$ cat src/rtl/scan_shift_ctrl.sv
`default_nettype none
// ============================================================================
// Module      : scan_shift_ctrl
// Description : WIDTH-bit scan/shift register with a capture -> shift -> update
//               scan sequencer, functional shift/rotate/load operations and a
//               shadow output register that is frozen while a scan is running.
// Revision    : 1.0 - initial release
// ============================================================================
module scan_shift_ctrl #(
  parameter int WIDTH = 16
) (
  input  logic             clk,
  input  logic             reset,
  input  logic             scan_start,
  input  logic             scan_capture,
  input  logic [WIDTH-1:0] capture_data,
  input  logic             scan_abort,
  input  logic             scan_in,
  output logic             scan_out,
  output logic             scan_busy,
  output logic             scan_done,
  input  logic             load,
  input  logic [WIDTH-1:0] load_data,
  input  logic             enable,
  input  logic [1:0]       mode,
  output logic [WIDTH-1:0] data_out
);

  localparam int CNT_W = $clog2(WIDTH);
  localparam logic [CNT_W-1:0] LAST_SHIFT = CNT_W'(WIDTH - 1);

  typedef enum logic [1:0] {
    S_IDLE    = 2'd0,
    S_CAPTURE = 2'd1,
    S_SHIFT   = 2'd2,
    S_UPDATE  = 2'd3
  } state_t;

  state_t           state_q,     state_d;
  logic [WIDTH-1:0] shift_reg_q, shift_reg_d;
  logic [WIDTH-1:0] data_out_q,  data_out_d;
  logic [CNT_W-1:0] cnt_q,       cnt_d;
  logic             scan_done_q, scan_done_d;
  logic [WIDTH-1:0] op_result;

  // Functional shift/rotate result for the selected mode
  always_comb begin
    op_result = shift_reg_q;
    case (mode)
      2'b00:   op_result = {shift_reg_q[WIDTH-2:0], 1'b0};
      2'b01:   op_result = {1'b1, shift_reg_q[WIDTH-1:1]};
      2'b10:   op_result = {shift_reg_q[WIDTH-2:0], shift_reg_q[WIDTH-1]};
      default: op_result = {shift_reg_q[0], shift_reg_q[WIDTH-1:1]};
    endcase
  end

  // Next-state and datapath update for the scan sequencer and functional ops
  always_comb begin
    state_d     = state_q;
    shift_reg_d = shift_reg_q;
    data_out_d  = data_out_q;
    cnt_d       = cnt_q;
    scan_done_d = 1'b0;
    case (state_q)
      S_IDLE: begin
        if (scan_start) begin
          // A scan request wins over any functional op in the same cycle
          cnt_d   = '0;
          state_d = scan_capture ? S_CAPTURE : S_SHIFT;
        end else if (load) begin
          shift_reg_d = load_data;
          data_out_d  = load_data;
        end else if (enable) begin
          shift_reg_d = op_result;
          data_out_d  = op_result;
        end
      end
      S_CAPTURE: begin
        if (scan_abort) begin
          // Restore the chain from the untouched shadow so IDLE keeps them equal
          shift_reg_d = data_out_q;
          state_d     = S_IDLE;
        end else begin
          shift_reg_d = capture_data;
          state_d     = S_SHIFT;
        end
      end
      S_SHIFT: begin
        if (scan_abort) begin
          shift_reg_d = data_out_q;
          cnt_d       = '0;
          state_d     = S_IDLE;
        end else begin
          shift_reg_d = {shift_reg_q[WIDTH-2:0], scan_in};
          if (cnt_q == LAST_SHIFT) begin
            cnt_d   = '0;
            state_d = S_UPDATE;
          end else begin
            cnt_d = cnt_q + CNT_W'(1);
          end
        end
      end
      default: begin
        // UPDATE: publish the scanned value; abort no longer applies here
        data_out_d  = shift_reg_q;
        scan_done_d = 1'b1;
        state_d     = S_IDLE;
      end
    endcase
  end

  // State and datapath registers with asynchronous active-low reset
  always_ff @(posedge clk or negedge reset) begin
    if (!reset) begin
      state_q     <= S_IDLE;
      shift_reg_q <= '0;
      data_out_q  <= '0;
      cnt_q       <= '0;
      scan_done_q <= 1'b0;
    end else begin
      state_q     <= state_d;
      shift_reg_q <= shift_reg_d;
      data_out_q  <= data_out_d;
      cnt_q       <= cnt_d;
      scan_done_q <= scan_done_d;
    end
  end

  assign scan_out  = shift_reg_q[WIDTH-1];
  assign scan_busy = (state_q != S_IDLE);
  assign scan_done = scan_done_q;
  assign data_out  = data_out_q;

endmodule
`default_nettype wire

$ cat config.mk
export PLATFORM = sky130hd
export DESIGN_NAME = scan_shift_ctrl
export DESIGN_NICKNAME = d
export VERILOG_FILES = /design/src/rtl/scan_shift_ctrl.sv
export SDC_FILE = /design/constraint.sdc
export NUM_CORES = 1
export LEC_CHECK = 0
export CORE_MARGIN = 2
export CORE_UTILIZATION = 55
export CTS_BUF_LIST = sky130_fd_sc_hd__clkbuf_8
export CTS_CLUSTER_DIAMETER = 60
export DETAILED_ROUTE_END_ITERATION = 6
export GPL_ROUTABILITY_DRIVEN = 0
export PLACE_DENSITY_LB_ADDON = 0.3
export SYNTH_ARGS = -nofsm -noshare
export SYNTH_HDL_FRONTEND = slang
export SYNTH_SLANG_ARGS = --single-unit
$ cat constraint.sdc
create_clock -name clk -period 5 [get_ports clk]
set_clock_uncertainty 0.05 [all_clocks]
set_input_delay 1.25 -clock clk [delete_from_list [all_inputs] [get_ports clk]]
set_output_delay 1.25 -clock clk [all_outputs]
set_load 0.01 [all_outputs]
# Word-level counts from Yosys, hierarchy flattened
# Cells that the tools add are included.
word_totals:
  reg_bits: 39
  in_bits: 42
  out_inout_bits: 19
  wordCells: 46
classes:
  n_addsub: 1
  n_eq_ne: 9
  muxes: 19
  bitwise_logic: 1
  n_reduce_logical: 11
ops:
  columns: ["operator", "count"]
  rows:
  - ["$pmux 16 s3", 2]
  - ["$mux 16", 5]
  - ["$pmux 16 s2", 1]
  - ["$mux 4", 3]
  - ["$mux 2", 5]
  - ["$pmux 4 s2", 1]
  - ["$ne 3x3->1 const B", 2]
  - ["$pmux 2 s3", 1]
  - ["$reduce_and 3->1", 2]
  - ["$add 4x1->4 const B", 1]
  - ["$eq 2x1->1 const B", 2]
  - ["$eq 2x2->1 const B", 2]
  - ["$eq 4x4->1 const B", 1]
  - ["$logic_not 2->1", 2]
  - ["$ne 2x2->1 const B", 2]
  - ["$reduce_and 2->1", 2]
  - ["$reduce_bool 2->1", 2]
  - ["$reduce_bool 3->1", 1]
  - ["$reduce_or 3->1", 1]
  - ["$reduce_or 2->1", 1]
  - ["$mux 1", 1]
  - ["$not 1->1", 1]

# Logic depth before layout (Yosys ltp)
# Gate-level depths: netlist of the first run.
depth:
  depth_word: 6
  depth_mapped: 8
  ltp_nobuf: 6

# Worst setup path before layout of the first run
# No wires, ideal clock.
synth_timing:
  path_kind: "register to output"
  startpoint: "register state_q[0]"
  endpoint: "output port scan_busy"
  t_arrival_ns: 0.977
  required_ns: 3.700
  path_slack_ns: 2.723
  stages_incl_launch_ff: 5
  path_buffers: 1
  cell_sequence: "dfrtp_1 > inv_1 > ha_1 > buf_4 > inv_1"
synth_via:
  elab_chain_cells: 1
synth_lines:
  columns: ["element", "line", "source"]
  rows:
  - ["from (decl)", "39", "state_t state_q, state_d;"]
  - ["from (signal assigned)", "121", "state_q <= state_d;"]
  - ["$reduce_bool 2->1", "130", "assign scan_busy = (state_q != S_IDLE);"]
  - ["to (decl)", "20", "output logic scan_busy,"]
# Every way passes these cells.

# Final worst setup path of the first run
layout_timing:
  startpoint: "input port scan_abort"
  endpoint: "register state_q[0]"
layout_via:
  elab_chain_cells: 2
  elab_cells_between_ends: 4
  cone_classes: "1 x eq/ne; 2 x mux; 1 x reduce/logical"
layout_lines:
  columns: ["element", "line", "source"]
  rows:
  - ["from (decl)", "17", "input logic scan_abort,"]
  - ["$mux 2 / $ne 3x3->1 (equally long branches)", null, null]
  - ["$pmux 2 s3 / $reduce_and 2->1 (equally long branches)", null, null]
# Several ways; a longest one is shown, not always the timed one.
# A chain may end at the register's enable or synchronous reset.

==> results.md, run 1 <==
- Status: finished, final reports clean
- Ys async rst share: between 90% and 100%
- Die area: 5230 sq um
- CTS Buffer Depth: 2
- Root Driver: clkbuf_8
- Port Buffers: 60
- Max VDD drop: around 0.37 mV
- Crit Reg-Reg Startpoint: state_q[1]
- Syn Std Cell Area: between 2000 and 3000 sq um
- Pins over their slew limit: 0
- Post-CTS setup buffer count: 0
- Worst path buffer plus inverter count: 2
- Core area: approximately 4400 sq um
- Worst Setup EP: state_q[0]
- Layout cells sized above 1: around 5.5%
- Fill cells: roughly 350
- Critical path, cell by cell: clkdlybuf4s50_1, buf_4, nand2b_4, a31oi_2, a21oi_2, mux2_2
- Synth area leaders: dfrtp_1 38%, mux2i_1 12%, nand2_1 7.7%
- Top cell type's share of synthesized area: 38.0%
- R2r setup slk: approximately 2.8 ns
- CTS HTree Levels: 2
- Via-to-Cell Ratio: 6.15
- Placed cells: 390
- CP Max Fanout: 21
- HP Class: flop to flop
- Fin nets: 392
- Number of synthesized flops with an enable pin: 0
- Initial Utilization: roughly three fifths
- Crit. path cell count: 6
- Worst slew margin: 37.7%
- Clock latency on the worst-skew pair: 0.28 ns
- Critical Path Start: scan_abort
- N_diodes: 0
- # resized after CTS: 0
- DR iter-0 viols: 300
- Clk sinks: 39
- Worst reg2reg endpoint: shift_reg_q[8]
- Final WL: between 6000 and 7000 microns
- Leading area contributor after synthesis: dfrtp_1
- Synth warn: 0
- CTS Hold Bufs: 0
- Routed via count: approximately 2400
- Vias in the first global route: about 2300
- Leakage dissipation: 1.36 nW
- RSZ-0062 raised after global routing: no
- Sum Neg Setup Slack: 0 ns
- CP Launch Type: primary input
- Fin crit share: roughly three fifths
- Max Cap Viol: 0
- Clock slew at reported path FFs: 0.07 ns
- Row cnt: 24
- Least-Margin Pin Slew: a little over 0.9 ns
- Setup CP Type: primary input to flop
- First-pass DRT Iterations: 5
- Syn Inst Count: ~300
- Min Tclk post-route: between 3 and 4 ns
- Largest net degree at the start of global routing: 40
- CTS Buf Count: 5
- CP arrival: 3.17 ns
- Drt wl/cell: around 16 microns
- Critical Path RT: slightly above 5 ns
- CTS tree: built
- Count of final setup violators: 0
- Tot GR Track Use: between 20% and 30%
- Number of antenna violations at the first check in global routing: 0
- Hold violation total from the final report: 0
- Die X: 72.3 microns
- Detail Placement HPWL: about 4300 microns
- Antenna viol nets, final: 0
- GRT overflow: 0
- Slowest stage delay, CP: ~0.77 ns
- PD cells: between 600 and 700 nW/um^2
- Cell Count, Final, Fillers Out: 398
- Most frequent cell after synthesis: nand2_1
- R2r worst-path depth: 5
- Drt drc: 0
- Synthesized net count: roughly 350
- First-pass GRT wire length: 11000 microns
- Achievable frequency: 328 MHz
- Register area share after synthesis: around 38%
- Seq cells post-synth: 39
- Crit end category: flop
- Top delay family on crit path: buffers and inverters
- Num ports: 61
- Synth unique cells: 33
- Most frequent cells after synthesis: 53 x nand2_1, 39 x dfrtp_1, 37 x o21ai_0, 31 x mux2i_1
- Slowest CP cell: clkdlybuf4s50_1
- P&R area growth vs syn: 24.0%
- Die Ht: approximately 72 microns
- Avg Inst Size Synth: about 8.6 sq um
- Synth Flop Type: dfrtp_1
==> state kept, by name (all words and copies together) (netlist names) <==
name	cells
shift_reg_q	16
state_q	2
data_out	16
cnt_q	4
scan_done	1
==> metal layers <==
metal / GRT usage [%] / share of wire (%)
met1: 36.0 / 44
met3: 4.17 / 7.9
met5: 0 / 0
met4: 9.01 / 1.1
met2: 43.0 / 48
==> how the worst min path moves through the flow <==
| stage | from | cells after the start | to |
|---|---|---|---|
| after floorplan | cnt_q[3] | 1 | cnt_q[3] |
| after global placement | cnt_q[3] | 1 | cnt_q[3] |
| after detailed placement | cnt_q[3] | 1 | cnt_q[3] |
| after CTS | cnt_q[3] | 1 | cnt_q[3] |
| after global routing | cnt_q[3] | 1 | cnt_q[3] |
| final | cnt_q[3] | 1 | cnt_q[3] |
==> per-stage QoR <==
| stage | util, % | power (mW) | setup WS [ns] | hold slack [ns] | area (sq um) |
|---|---|---|---|---|---|
| 2_1_floorplan | - | 1.48 | 2.72 | 0.408 | 2570 |
| 3_3_place_gp | 70.3 | 1.80 | 1.71 | 0.430 | 3100 |
| 3_5_place_dp | 70.3 | 1.83 | 1.69 | 0.431 | 3100 |
| 4_1_cts | 72.1 | 2.03 | 1.98 | 0.444 | 3180 |
| 5_1_grt | 72.1 | 2.21 | 1.75 | 0.485 | 3180 |
| 6_report | 72.1 | 2.04 | 1.96 | 0.445 | 3180 |
==> power by group <==
part	internal (mW)	total, mW	switching, mW
clock	0.0938	0.199	0.105
sequential	0.475	0.631	0.156
combinational	0.538	1.21	0.668
==> area by class of cell <==
class	count	area (sq um)	area share, %
inverters	6	22.5	0.707
repair buffers	64	626	19.6
clock inverters	3	12.5	0.393
clock buffers	5	68.8	2.16
flip-flops and latches	39	976	30.6
multi-input cells	229	1410	44.4
well taps	52	65.1	2.04
==> cells in the final DEF, fill, tap and decap left out, types with 2 or more instances in the layout <==
cell             Yosys  routed
clkbuf_8             0       5
nand2_1             53      53
o21ai_1             14      14
clkdlybuf4s50_1      0      59
inv_1                6       8
o31ai_1              2       2
buf_4                4       4
dfrtp_1             39      39
mux2i_1             31      31
o21ai_0             37      37
ha_1                 5       5
a22oi_1             16      16
a21o_1               2       2
a21oi_1             19      19
nor2_1              19      19
o221ai_1            16      16
a21oi_2              2       2
==> worst reg2reg max path: cells and delay by family, from the launching register on <==
| kind | cells | cell delay [ns] |
|---|---|---|
| buffers and inverters | 2 | 0.45 |
| flip-flops | 1 | 0.40 |
| adder cells (fa/ha/maj) | 1 | 0.17 |
| AO/OA/AOI/OAI | 2 | 1.02 |
==> cells by family (layout without fill, tap and decap cells) <==
group | Yosys count | in the layout | synth area share [%]
AOI/OAI and AO/OA | 112 | 112 | 26.9
and+or+nand+nor | 80 | 80 | 13.2
adders and majority gates | 5 | 5 | 2.44
buffers and inverters | 31 | 78 | 6.97
muxes | 32 | 32 | 12.5
DFF | 39 | 39 | 38.0
(Power assumes the default switching activity.)
==> inputs of run 2 (changes only) <==
--- a/config.mk
+++ b/config.mk
@@ -6,7 +6,7 @@
 export NUM_CORES = 1
 export LEC_CHECK = 0
 export CORE_MARGIN = 2
-export CORE_UTILIZATION = 55
+export CORE_UTILIZATION = 52
 export CTS_BUF_LIST = sky130_fd_sc_hd__clkbuf_8
 export CTS_CLUSTER_DIAMETER = 60
 export DETAILED_ROUTE_END_ITERATION = 6
==> constraint.sdc (replaced) <==
create_clock -name clk -period 3 [get_ports clk]
set_clock_uncertainty 0.05 [all_clocks]
set_input_delay 0.75 -clock clk [delete_from_list [all_inputs] [get_ports clk]]
set_output_delay 0.75 -clock clk [all_outputs]
set_load 0.01 [all_outputs]
==> run 2 against run 1 <==
Power is 73% higher. Die area increased by 5.4%. Sequential share of layout area shrank 0.71 points. Critical path type is now flop to output port.
==> results.md, run 2 (synthesis gave the netlist of run 1 again) <==
- Most frequent cells in the layout: 59 x clkdlybuf4s50_1, 53 x nand2_1, 39 x dfrtp_1, 37 x o21ai_0, 31 x mux2i_1
- Die Ht: 74.3 microns (+2.7%)
- Tot GR Track Use: 26.4% (-0.049 points)
- Fin crit share: 82.2%
- Sw Pwr: 1.59 mW (+71%)
- Num ports: 61 (unchanged)
- Root Driver: clkbuf_8
- Port Buffers: 60 (unchanged)
- CTS Hold Bufs: 0 (unchanged)
- Multi-input gate area: 1410 sq um (unchanged)
- Register area: 976 sq um (unchanged)
- Most common cell after layout, fill and taps aside: clkdlybuf4s50_1
- Comb pwr share: 59.0% (-0.3 points)
- CP Max Fanout: 4 (-81%)
- Reg power frac: 29.9% (-1.1 points)
- Final WL: 6730 microns (+5.3%)
- Row cnt: 25 (+4.2%)
- Cell Count, Final, Fillers Out: 418 (+5.0%)
- Slowest stage delay, CP: 0.55 ns (-0.22 ns)
- Setup ws final: 0.533 ns (-1.42 ns)
- Clock slew at reported path FFs: 0.07 ns (about the same)
- HP Class: flop to flop
- Die X: 74.3 microns (+2.7%)
- Placed cells: 410 (+5.1%)
- Layout cells sized above 1: 7.12% (+1.6 points)
- Antenna viol nets, final: 0 (unchanged)
- N_diodes: 0 (unchanged)
- Setup WS pre-CTS: 0.330 ns (-1.36 ns)
- Status: finished, final reports clean
- RSZ-0062 raised after global routing: no
- Clock Power Share: 11.0% (+1.2 points)
- Crit end category: output port
- P&R area growth vs syn: 26.9%
- Switching Share: 45.1% (-0.50 points)
- Vias in the first global route: 2374 (+2.2%)
- Largest net degree at the start of global routing: 40 (unchanged)
- Critical path, cell by cell: inv_1, ha_1, inv_1, clkdlybuf4s50_1
- DR iter-0 viols: 228 (-24%)
- PD cells: 1080 nW/um^2 (+69%)
- CP arrival: 1.67 ns (-1.50 ns)
- Drt drc: 0 (unchanged)
- # resized after CTS: 0 (unchanged)
- First-pass GRT wire length: 11100 microns (+1.6%)
- Critical Path RT: 2.20 ns (-2.92 ns)
- CTS HTree Levels: 2 (unchanged)
- Via-to-Cell Ratio: 5.81 (-5.5%)
- Core area: 4750 sq um (+7.7%)
- Initial Utilization: 54.0% (-4.2 points)
- Slowest CP cell: clkdlybuf4s50_1
- Fill cells: 400 (+14%)
- Count of final setup violators: 0 (unchanged)
- CP Launch Type: flop
- Worst slew margin: 41.6% (+3.9 points)
- CTS Buf Count: 5 (unchanged)
- Post-CTS setup buffer count: 0 (unchanged)
- GRT overflow: 0 (unchanged)
- Pins over their slew limit: 0 (unchanged)
- Hold violation total from the final report: 0 (unchanged)
- Clock latency on the worst-skew pair: 0.29 ns (about the same)
- Fin nets: 397 (+1.3%)
- Setup CP Type: flop to output port
- Pint: 1.93 mW (+74%)
- Drt wl/cell: 16.1 microns (+0.22%)
- First-pass DRT Iterations: 5 (unchanged)
- CTS Buffer Depth: 2 (unchanged)
- Clk sinks: 39 (unchanged)
- Die area: 5520 sq um (+5.4%)
- CTS tree: built
- Least-Margin Pin Slew: 0.876 ns (-0.0589 ns)
- Leakage dissipation: 1.39 nW (+2.2%)
- Detail Placement HPWL: 4470 microns (+2.9%)
- Achievable frequency: between 400 and 500 MHz
- Routed via count: 2430 (-0.78%)
- Max VDD drop: 0.517 mV (+39%)
- Number of antenna violations at the first check in global routing: 0 (unchanged)
- Most used cell, CP: inv_1
- Final core occ: 68.6% (-3.6 points)
- Max Cap Viol: 0 (unchanged)
- Sum Neg Setup Slack: 0 ns (unchanged)
- Min Tclk post-route: approximately 2.5 ns
-- run 2: cell type report --
cell class,instances,share of cell area (%)
Clock buffer,7,2.96
Clock inverter,1,0.115
Inverter,6,0.691
Multi-Input combinational cell,229,43.4
Sequential cell,39,29.9
Tap cell,67,2.57
Timing Repair Buffer,69,20.3
-- run 2: power by group through the flow --
| stage | combinational, mW | sequential [mW] | clock (mW) |
|---|---|---|---|
| 6_report | 2.08 | 1.05 | 0.389 |
| 5_1_grt | 2.31 | 1.09 | 0.430 |
| 4_1_cts | 2.08 | 1.05 | 0.399 |
| 3_5_place_dp | 2.06 | 1.06 | 0 |
| 3_3_place_gp | 2.00 | 1.05 | 0 |
| 2_1_floorplan | 1.41 | 1.05 | 0 |
-- run 2: worst max-delay path, delay by kind of cell, from the launching register on --
family / cells / cell delay (ns)
buffers and inverters: 3 / 0.74
adder cells (fa/ha/maj): 1 / 0.21
flip-flops: 1 / 0.42
-- run 2: through the flow --
step	area, sq um	hold slack [ns]	total power, mW
after floorplan	2570	0.404	2.46
after global placement	3160	0.431	3.05
after detailed placement	3160	0.441	3.12
after CTS	3260	0.453	3.53
after global routing	3260	0.495	3.83
final	3260	0.449	3.52
-- run 2: worst paths after layout --
kind | from | to | slack (ns) | cells after the start
worst max-delay path | state_q[0] | scan_busy | 0.53 | 4
worst min-delay path | cnt_q[3] | cnt_q[3] | 0.45 | 1
worst max register to register | state_q[0] | shift_reg_q[1] | 0.84 | 7
worst min register to register | cnt_q[3] | cnt_q[3] | 0.45 | 1
max in group asynchronous | reset | cnt_q[1] | 1.82 | 1
min in group asynchronous | reset | data_out[10] | 0.52 | 1
-- run 2: layer usage --
layer / track usage [%] / wire length (microns) / vias up
met3: 5.28 / 520 / 11
met1: 35.4 / 2870 / 1137
li1: - / - / 1180
met4: 10.5 / 99 / 0
met2: 42.3 / 3240 / 102
met5: 0 / 0 / -
==> inputs of run 3 (changes only) <==
==> constraint.sdc (replaced) <==
create_clock -name clk -period 2.53 [get_ports clk]
set_clock_uncertainty 0.05 [all_clocks]
set_input_delay 0.6325 -clock clk [delete_from_list [all_inputs] [get_ports clk]]
set_output_delay 0.6325 -clock clk [all_outputs]
set_load 0.01 [all_outputs]
==> run 3 against run 2 <==
Global-route usage is 0.75 points lower. Worst hold slack worse by 0.14 ns. Worst setup slack worse by 0.32 ns. Sequential power increased by 19%. Clock power is essentially flat. Largest power group unchanged. Count of clock-buffer cells in the layout shrank 2. Non-clock buffer count increased by 5. Critical path depth stayed put. Power grew 18%.
==> results.md, run 3 (synthesis gave the netlist of run 1 again) <==
- Status: finished, final reports clean
- Routed via count: 2482 (+2.1%)
- DP Area: 3220 sq um (+2.0%)
- Critical path, cell by cell: inv_1, ha_1, inv_1, clkdlybuf4s50_1
- CTS Buf Count: 5 (unchanged)
- Number of antenna violations at the first check in global routing: 0 (unchanged)
- Largest net degree at the start of global routing: 34 (-15%)
- Port Buffers: 60 (unchanged)
- Via-to-Cell Ratio: 5.90 (+1.4%)
- Achievable frequency: around 430 MHz
- Count of final setup violators: 0 (unchanged)
- CTS HTree Levels: 2 (unchanged)
- Leakage dissipation: 1.41 nW (+1.4%)
- CTS Buffer Depth: 2 (unchanged)
- Placed cells: 415 (+1.2%)
- Design area: 3290 sq um (+1.1%)
- # resized after CTS: 0 (unchanged)
- Max VDD drop: 0.644 mV (+24%)
- Worst path buffer plus inverter count: 3 (unchanged)
- Tot GR Track Use: 25.6% (-0.75 points)
- Min Tclk post-route: roughly 2.3 ns
- Setup CP Type: flop to output port
- CP Max Fanout: 4 (unchanged)
- Initial Utilization: 54.0% (unchanged)
- CP Launch Type: flop
- Clock latency on the worst-skew pair: 0.29 ns (about the same)
- Die X: 74.3 microns (unchanged)
- Die Ht: 74.3 microns (unchanged)
- Cell Count, Final, Fillers Out: 421 (+0.72%)
- First-pass GRT wire length: 10900 microns (-1.7%)
- HP Class: primary input to asynchronous set/reset pin
- Post-CTS setup buffer count: 0 (unchanged)
- Drt wl/cell: 16.2 microns (+0.38%)
- GRT overflow: 0 (unchanged)
- Hold Slack: 0.310 ns (-0.139 ns)
- CP arrival: 1.63 ns (-0.04 ns)
- Drt drc: 0 (unchanged)
- Vias in the first global route: 2280 (-4.0%)
- Row cnt: 25 (unchanged)
- Final WL: 6800 microns (+1.1%)
- Pins over their slew limit: 0 (unchanged)
- Die area: 5520 sq um (unchanged)
- Hold violation total from the final report: 0 (unchanged)
- Fill cells: 397 (-0.75%)
- Top delay family on crit path: buffers and inverters
- N_diodes: 0 (unchanged)
- Slowest stage delay, CP: 0.55 ns (about the same)
- PD cells: 1260 nW/um^2 (+17%)
- Antenna viol nets, final: 0 (unchanged)
- Most used cell, CP: inv_1
- RSZ-0062 raised after global routing: no
- Num ports: 61 (unchanged)
- Sum Neg Setup Slack: 0 ns (unchanged)
- CTS tree: built
- DR iter-0 viols: 146 (-36%)
- Least-Margin Pin Slew: 0.645 ns (-0.231 ns)
- Clock slew at reported path FFs: 0.07 ns (about the same)
- Core area: 4750 sq um (unchanged)
- Detail Placement HPWL: 4700 microns (+5.1%)
- Most frequent cells in the layout: 59 x clkdlybuf4s50_1, 53 x nand2_1, 39 x dfrtp_1, 37 x o21ai_0, 31 x mux2i_1
- Worst slew margin: 57.0% (+15 points)
- Critical Path RT: 1.85 ns (-0.35 ns)
- Root Driver: clkbuf_8
- Max Cap Viol: 0 (unchanged)
- Most common cell after layout, fill and taps aside: clkdlybuf4s50_1
- Slowest CP cell: clkdlybuf4s50_1
- Crit end category: output port
- First-pass DRT Iterations: 5 (unchanged)
- Layout cells sized above 1: 7.91% (+0.79 points)
- CTS Hold Bufs: 0 (unchanged)
- Fin crit share: around nine tenths
- Fin nets: 402 (+1.3%)
- Clk sinks: 39 (unchanged)
- P&R area growth vs syn: 28.3%
run 3: worst paths after layout:
kind	startpoint	to	slack, ns	depth (start not counted)
hold reg to reg	cnt_q[3]	cnt_q[3]	0.47	1
hold / removal	reset	data_out[10]	0.31	1
min in group clk	cnt_q[3]	cnt_q[3]	0.47	1
setup / recovery	state_q[0]	scan_busy	0.21	4
setup reg to reg	state_q[1]	cnt_q[3]	0.46	7
max in group asynchronous	reset	shift_reg_q[4]	1.54	2
run 3: final cells by class:
class | instances | area, sq um | share of cell area, %
timing repair buffer | 74 | 726 | 22.0
inverter | 6 | 22.5 | 0.684
multi-input combinational | 229 | 1410 | 42.9
clock buffer | 5 | 68.8 | 2.09
clock inverter | 1 | 3.75 | 0.114
sequential | 39 | 976 | 29.6
tap | 67 | 83.8 | 2.54
run 3: worst reg2reg max path, delay by kind of cell (launching register included):
family | cells | cell delay [ns]
multiplexers | 1 | 0.53
buffers and inverters | 2 | 0.46
flip-flops | 1 | 0.40
AND/OR/NAND/NOR | 2 | 0.26
adder cells (fa/ha/maj) | 1 | 0.18
AO/OA/AOI/OAI | 1 | 0.07
run 3: metal layers:
layer / track usage (%) / part of all wire (%) / wire [microns]
met5: 0 / 0 / 0
met4: 7.94 / 1.0 / 70
met3: 4.88 / 7.9 / 539
met2: 41.0 / 48 / 3250
met1: 35.6 / 43 / 2950
run 3: through the flow:
step	utilization [%]	power, mW	setup slack, ns
2_1_floorplan	-	2.92	0.871
3_3_place_gp	67.8	3.66	0.408
3_5_place_dp	67.8	3.74	0.373
4_1_cts	69.3	4.13	0.208
5_1_grt	69.3	4.48	0.0740
6_report	69.3	4.15	0.214
run 3: power by group:
group,internal [mW],switching [mW]
registers,0.938,0.315
clock network,0.180,0.209
logic,1.15,1.35
total,2.27,1.88
